==> src/rtl/serial_frame_pkg.sv <==
// Shared types and helpers for the serial frame transmitter.
package serial_frame_pkg;

    typedef enum logic [2:0] {
        IDLE   = 3'd0,
        START  = 3'd1,
        DATA   = 3'd2,
        PARITY = 3'd3,
        STOP   = 3'd4
    } tx_state_t;

    localparam int MAX_DATA_W = 32;

    // Counter width that stays at least one bit even for n <= 2.
    function automatic int width_min1(input int n);
        return ($clog2(n) < 1) ? 1 : $clog2(n);
    endfunction

    // Zero padding above the real word does not change the XOR reduction.
    function automatic logic calc_parity(input logic [MAX_DATA_W-1:0] data, input logic odd);
        return (^data) ^ odd;
    endfunction

endpackage

==> src/rtl/serial_frame_tx_bit_timer.sv <==
// Bit-period timer: counts 0..CLKS_PER_BIT-1 while enabled, ticks on the wrap cycle.
module serial_frame_tx_bit_timer
    import serial_frame_pkg::*;
#(
    parameter int CLKS_PER_BIT = 4
) (
    input  logic clk,
    input  logic rst,
    input  logic en_i,
    input  logic clr_i,
    output logic tick_o
);

    localparam int TW = width_min1(CLKS_PER_BIT);
    localparam logic [TW-1:0] LAST = TW'(CLKS_PER_BIT - 1);

    logic [TW-1:0] cnt_q;

    assign tick_o = en_i && (cnt_q == LAST);

    always_ff @(posedge clk) begin
        if (rst) begin
            cnt_q <= '0;
        end else if (clr_i) begin
            cnt_q <= '0;
        end else if (en_i) begin
            cnt_q <= tick_o ? '0 : cnt_q + TW'(1);
        end
    end

endmodule

==> src/rtl/serial_frame_tx.sv <==
// UART-style frame transmitter: start, DATA_W bits LSB-first, optional parity, stop.
module serial_frame_tx
    import serial_frame_pkg::*;
#(
    parameter int DATA_W       = 8,
    parameter int CLKS_PER_BIT = 4,
    parameter int PARITY_EN    = 1,
    parameter int PARITY_ODD   = 0
) (
    input  logic              clk,
    input  logic              rst,
    input  logic [DATA_W-1:0] tx_data,
    input  logic              tx_valid,
    output logic              tx_ready,
    output logic              tx_dout,
    output logic              tx_busy,
    output logic              tx_done
);

    localparam int BW = width_min1(DATA_W);
    localparam logic [BW-1:0] LAST_BIT = BW'(DATA_W - 1);

    tx_state_t         state_q;
    logic [DATA_W-1:0] shift_q;
    logic [DATA_W-1:0] shift_d;
    logic [BW-1:0]     bit_q;
    logic              par_q;
    logic              ready_q;
    logic              busy_q;
    logic              done_q;
    logic              dout_q;
    logic              accept;
    logic              tick;

    assign accept  = tx_valid && ready_q;
    assign shift_d = shift_q >> 1;

    assign tx_ready = ready_q;
    assign tx_busy  = busy_q;
    assign tx_done  = done_q;
    assign tx_dout  = dout_q;

    serial_frame_tx_bit_timer #(
        .CLKS_PER_BIT(CLKS_PER_BIT)
    ) u_timer (
        .clk    (clk),
        .rst    (rst),
        .en_i   (busy_q),
        .clr_i  (accept),
        .tick_o (tick)
    );

    // Line value is registered one state ahead so each bit appears on the
    // cycle right after the edge that enters its state.
    always_ff @(posedge clk) begin
        if (rst) begin
            state_q <= IDLE;
            shift_q <= '0;
            bit_q   <= '0;
            par_q   <= 1'b0;
            ready_q <= 1'b1;
            busy_q  <= 1'b0;
            done_q  <= 1'b0;
            dout_q  <= 1'b1;
        end else begin
            done_q <= 1'b0;
            case (state_q)
                IDLE: begin
                    if (accept) begin
                        state_q <= START;
                        shift_q <= tx_data;
                        par_q   <= calc_parity(MAX_DATA_W'(tx_data), PARITY_ODD != 0);
                        bit_q   <= '0;
                        ready_q <= 1'b0;
                        busy_q  <= 1'b1;
                        dout_q  <= 1'b0;
                    end
                end
                START: begin
                    if (tick) begin
                        state_q <= DATA;
                        dout_q  <= shift_q[0];
                    end
                end
                DATA: begin
                    if (tick) begin
                        if (bit_q == LAST_BIT) begin
                            if (PARITY_EN != 0) begin
                                state_q <= PARITY;
                                dout_q  <= par_q;
                            end else begin
                                state_q <= STOP;
                                dout_q  <= 1'b1;
                            end
                        end else begin
                            bit_q   <= bit_q + BW'(1);
                            shift_q <= shift_d;
                            dout_q  <= shift_d[0];
                        end
                    end
                end
                PARITY: begin
                    if (tick) begin
                        state_q <= STOP;
                        dout_q  <= 1'b1;
                    end
                end
                STOP: begin
                    if (tick) begin
                        state_q <= IDLE;
                        ready_q <= 1'b1;
                        busy_q  <= 1'b0;
                        done_q  <= 1'b1;
                        dout_q  <= 1'b1;
                    end
                end
                default: begin
                    state_q <= IDLE;
                    ready_q <= 1'b1;
                    busy_q  <= 1'b0;
                    dout_q  <= 1'b1;
                end
            endcase
        end
    end

endmodule

==> config.mk <==
export PLATFORM = sky130hd
export DESIGN_NAME = serial_frame_tx
export DESIGN_NICKNAME = d
export VERILOG_FILES = /design/src/rtl/serial_frame_pkg.sv /design/src/rtl/serial_frame_tx_bit_timer.sv /design/src/rtl/serial_frame_tx.sv
export SDC_FILE = /design/constraint.sdc
export NUM_CORES = 1
export LEC_CHECK = 0
export CORE_MARGIN = 2
export CORE_UTILIZATION = 55
export CTS_CLUSTER_DIAMETER = 120
export CTS_CLUSTER_SIZE = 10
export DETAILED_ROUTE_END_ITERATION = 10
export GPL_ROUTABILITY_DRIVEN = 0
export PLACE_DENSITY = 0.91
export SLEW_MARGIN = 40
export SYNTH_ARGS = -nofsm -noshare
export SYNTH_HDL_FRONTEND = slang
export SYNTH_HIERARCHICAL = 1
export SYNTH_SLANG_ARGS = --single-unit
==> constraint.sdc <==
create_clock -name clk -period 5.4 [get_ports clk]
set_clock_uncertainty 0.05 [all_clocks]
set_input_delay 0.54 -clock clk [delete_from_list [all_inputs] [get_ports clk]]
set_output_delay 0.54 -clock clk [all_outputs]
set_load 0.005 [all_outputs]
==> results <==
- The maximum number of pins on one net before global-route repair is 22.
- The worst pin sits at a relative slew slack of 49.5%.
- For this run, the register share of the synthesized area comes to 39.2%.
- The worst setup path is captured at a flip-flop.
- The initial antenna violation count is 0.
- After synthesis, the largest area contributor takes up 39.2% of total cell area.
- The leading cell type in the layout, fill and taps excluded is dfxtp_1.
- The violation count after the first detailed-route iteration is 18.
- The number of enable-type register cells in the synthesized netlist is 0.
- Max-cap violations in this run came to 0.
- Adding up every negative setup slack in the final design gives 0 ns.
- Input and output buffers added on the ports amount to 14.
- The first global-routing pass estimated 3170 microns of wire.
- The yosys synthesis warning count is 6.
- Measured along the x axis, the die boundary spans 48.2 microns.
- The library cell used as clock root buffer is clkbuf_4.
- For this design, the CTS-stage hold fixing added 0 buffers.
- The type of origin of the critical path is an input pin.
- In this run, post-CTS repair resized a total of 0 instances.
- The count of buffers added by post-CTS timing repair for setup is 0.
- The first TritonRoute pass finished after 4 iterations.
- The multi-input combinational cells in the finished layout cover a total of 588 sq um.
- The number of core rows is 15.
- The post-placement cell count is 147.
- CTS built an H-tree with a depth of 1.
- The CTS sink count is 21.
- The core region is 1780 sq um.
- Relative to the synthesized area, the layout overhead comes to 13.9%.
- The total length of routed wires is 1920 microns.
- The number of global-route vias before repair is 743.
- The die is 48.2 microns tall.
- The HPWL after detailed placement is 1410 microns.
- At the pin with the least slew margin, the transition time is 0.756 ns.
- The effective utilization at floorplan is 60.1%.
- Synthesis produced a netlist with a net count of 130.
- The cell count after synthesis is 116.
- 15 I/O pins were placed.
- Fill cells in the final layout number 153.
- TritonCTS built the clock tree.
- The cell area after technology mapping is 1070 sq um.
- Summed over all cells, the static leakage comes to 0.427 nW.
- The start-to-end type of the worst setup path is in -> reg.
- Yosys mapped the design onto 38 distinct sky130hd cell types.
- The final route contains 855 vias.
- The flow ran to the end, and the final reports show no timing, DRC or antenna violations.
- The total overflow reported by the global router is 0.
- The library cell with the largest summed area after synthesis is dfxtp_1.
- The count of state elements after synthesis is 21.
- Setup repair after global routing left no endpoint under its margin.
- The fraction of layout cells with a size suffix above 1 is 7.94%.
- Clock-pin slew was measured on the worst setup and hold paths at 0.11 ns.
- In the synthesized netlist the async set-or-reset flop fraction comes to 0%.
- In this run the worst hold path is classified as reg -> reg.
- The minimum period implied by the final worst setup slack is 2.14 ns.
- Once layout is complete, the cells apart from fillers number 151.
- The hold violation count in the final report was 0.
- At the later pin of the worst-skew pair, clock insertion delay measures 0.30 ns.
- The final routed wire length divided by cell count is 12.7 microns.
- The data arrival time of the worst path is 2.30 ns.
- The overall fraction of global-route tracks in use is 19.8%.
- The sequential standard cell area is 420 sq um.
- Along the worst path, the maximum fanout reaches 18.
- STA puts the critical path data required time at 5.56 ns.
- The count of nets left with antenna violations once routing finished came out at 0.
- The mean post-synth cell area is 9.24 sq um.
- The max-slew violation count is 0.
- The library cells used most frequently in the layout, excluding fill and tap cells, are 21 x dfxtp_1, 14 x clkdlybuf4s50_1, 11 x nor2_1.
- By area the synthesized netlist is led by dfxtp_1 39%, mux2i_1 7.5%, xnor2_1 5.7%.
- Using the TritonRoute via totals, the vias-per-cell ratio works out to 5.66.
- The share of the clock period used by the worst path after layout is 39.6%.
- The final worst hold slack is 0.421 ns.
- The maximum buffer depth of the clock tree is 2.
- Dividing total power by cell area gives a power density of 274 nW/um^2.
- For this run, the post-layout net count is 141.
- The antenna diode count is 0.
- The fmax is 468 MHz.
- The worst-case IR drop observed on VDD is 142 uV.
- The floorplan step defined a die boundary enclosing 2320 sq um.
- Setup violations remaining at the end of the flow were counted as 0.
- The total CTS buffers is 3.
- For this run, design rule violations remaining after detail routing come to 0.
- The flip-flop cell with the highest count after synthesis is dfxtp_1.
## per-layer routing
layer / global-route usage [%] / part of all wire (%)
met2: 35.0 / 51
met4: 8.11 / 1.3
met5: 0 / 0
met1: 23.6 / 45
met3: 3.33 / 2.7
## critical path, cell delays in order
cell	delay [ns]
clkdlybuf4s50_1	0.49
nor4b_2	0.34
a32o_1	0.57
nor2_1	0.11
a211oi_1	0.25
## power by group
group | switching (W) | leakage (nW) | total, W | internal (W)
clock | 0.0000469 | 0.0150 | 0.0000757 | 0.0000288
combinational | 0.0000341 | 0.240 | 0.0000749 | 0.0000407
sequential | 0.0000136 | 0.172 | 0.000184 | 0.000170
total | 0.0000947 | 0.427 | 0.000334 | 0.000239
## cells by family after synthesis
| group | after synthesis | synth area share (%) |
|---|---|---|
| buf+inv | 11 | 5.95 |
| mux | 9 | 8.52 |
| flops | 21 | 39.2 |
| fa+ha+maj | 3 | 3.50 |
| simple gates | 38 | 19.1 |
| xor+xnor | 8 | 6.53 |
| compound gates | 26 | 17.2 |
## Yosys cell counts (3+ instances only)
library cell / instances
buf_2: 4
and2_1: 3
a21oi_1: 8
nand2_1: 8
dfxtp_1: 21
ha_1: 3
nor2_1: 11
mux2i_1: 8
a211oi_1: 7
xnor2_1: 7
nor3_1: 3
## final cells by class
class,instances,share of cell area (%)
clock buffer,4,2.15
inverter,2,0.615
tap,25,2.56
timing repair buffer,15,12.1
sequential,21,34.4
multi-input combinational,84,48.2
## through the flow
step | power, W | setup WS, ns | cell area, sq um | util [%]
floorplan | 0.000241 | 3.60 | 1070 | -
global placement | 0.000258 | 3.08 | 1190 | 67.0
detailed placement | 0.000262 | 2.95 | 1190 | 67.0
CTS | 0.000337 | 3.27 | 1220 | 68.5
global route | 0.000353 | 3.19 | 1220 | 68.5
finish | 0.000334 | 3.26 | 1220 | 68.5
## sequential cells by signal, summed over array words and instances, names as in the netlist
| signal | count |
|---|---|
| state_q | 3 |
| u_timer/cnt_q | 2 |
| par_q | 1 |
| tx_busy | 1 |
| tx_dout | 1 |
| tx_done | 1 |
| tx_ready | 1 |
| shift_q | 8 |
| bit_q | 3 |
## worst paths after layout
check             startpoint  cells after the start          to  slack, ns
hold / removal      bit_q[1]                      2    bit_q[1]       0.42
setup / recovery    tx_valid                      5  shift_q[0]       3.26
hold reg to reg     bit_q[1]                      2    bit_q[1]       0.42
setup reg to reg    bit_q[0]                      6  shift_q[0]       3.40
No activity file was read; power rests on OpenSTA's default activity.
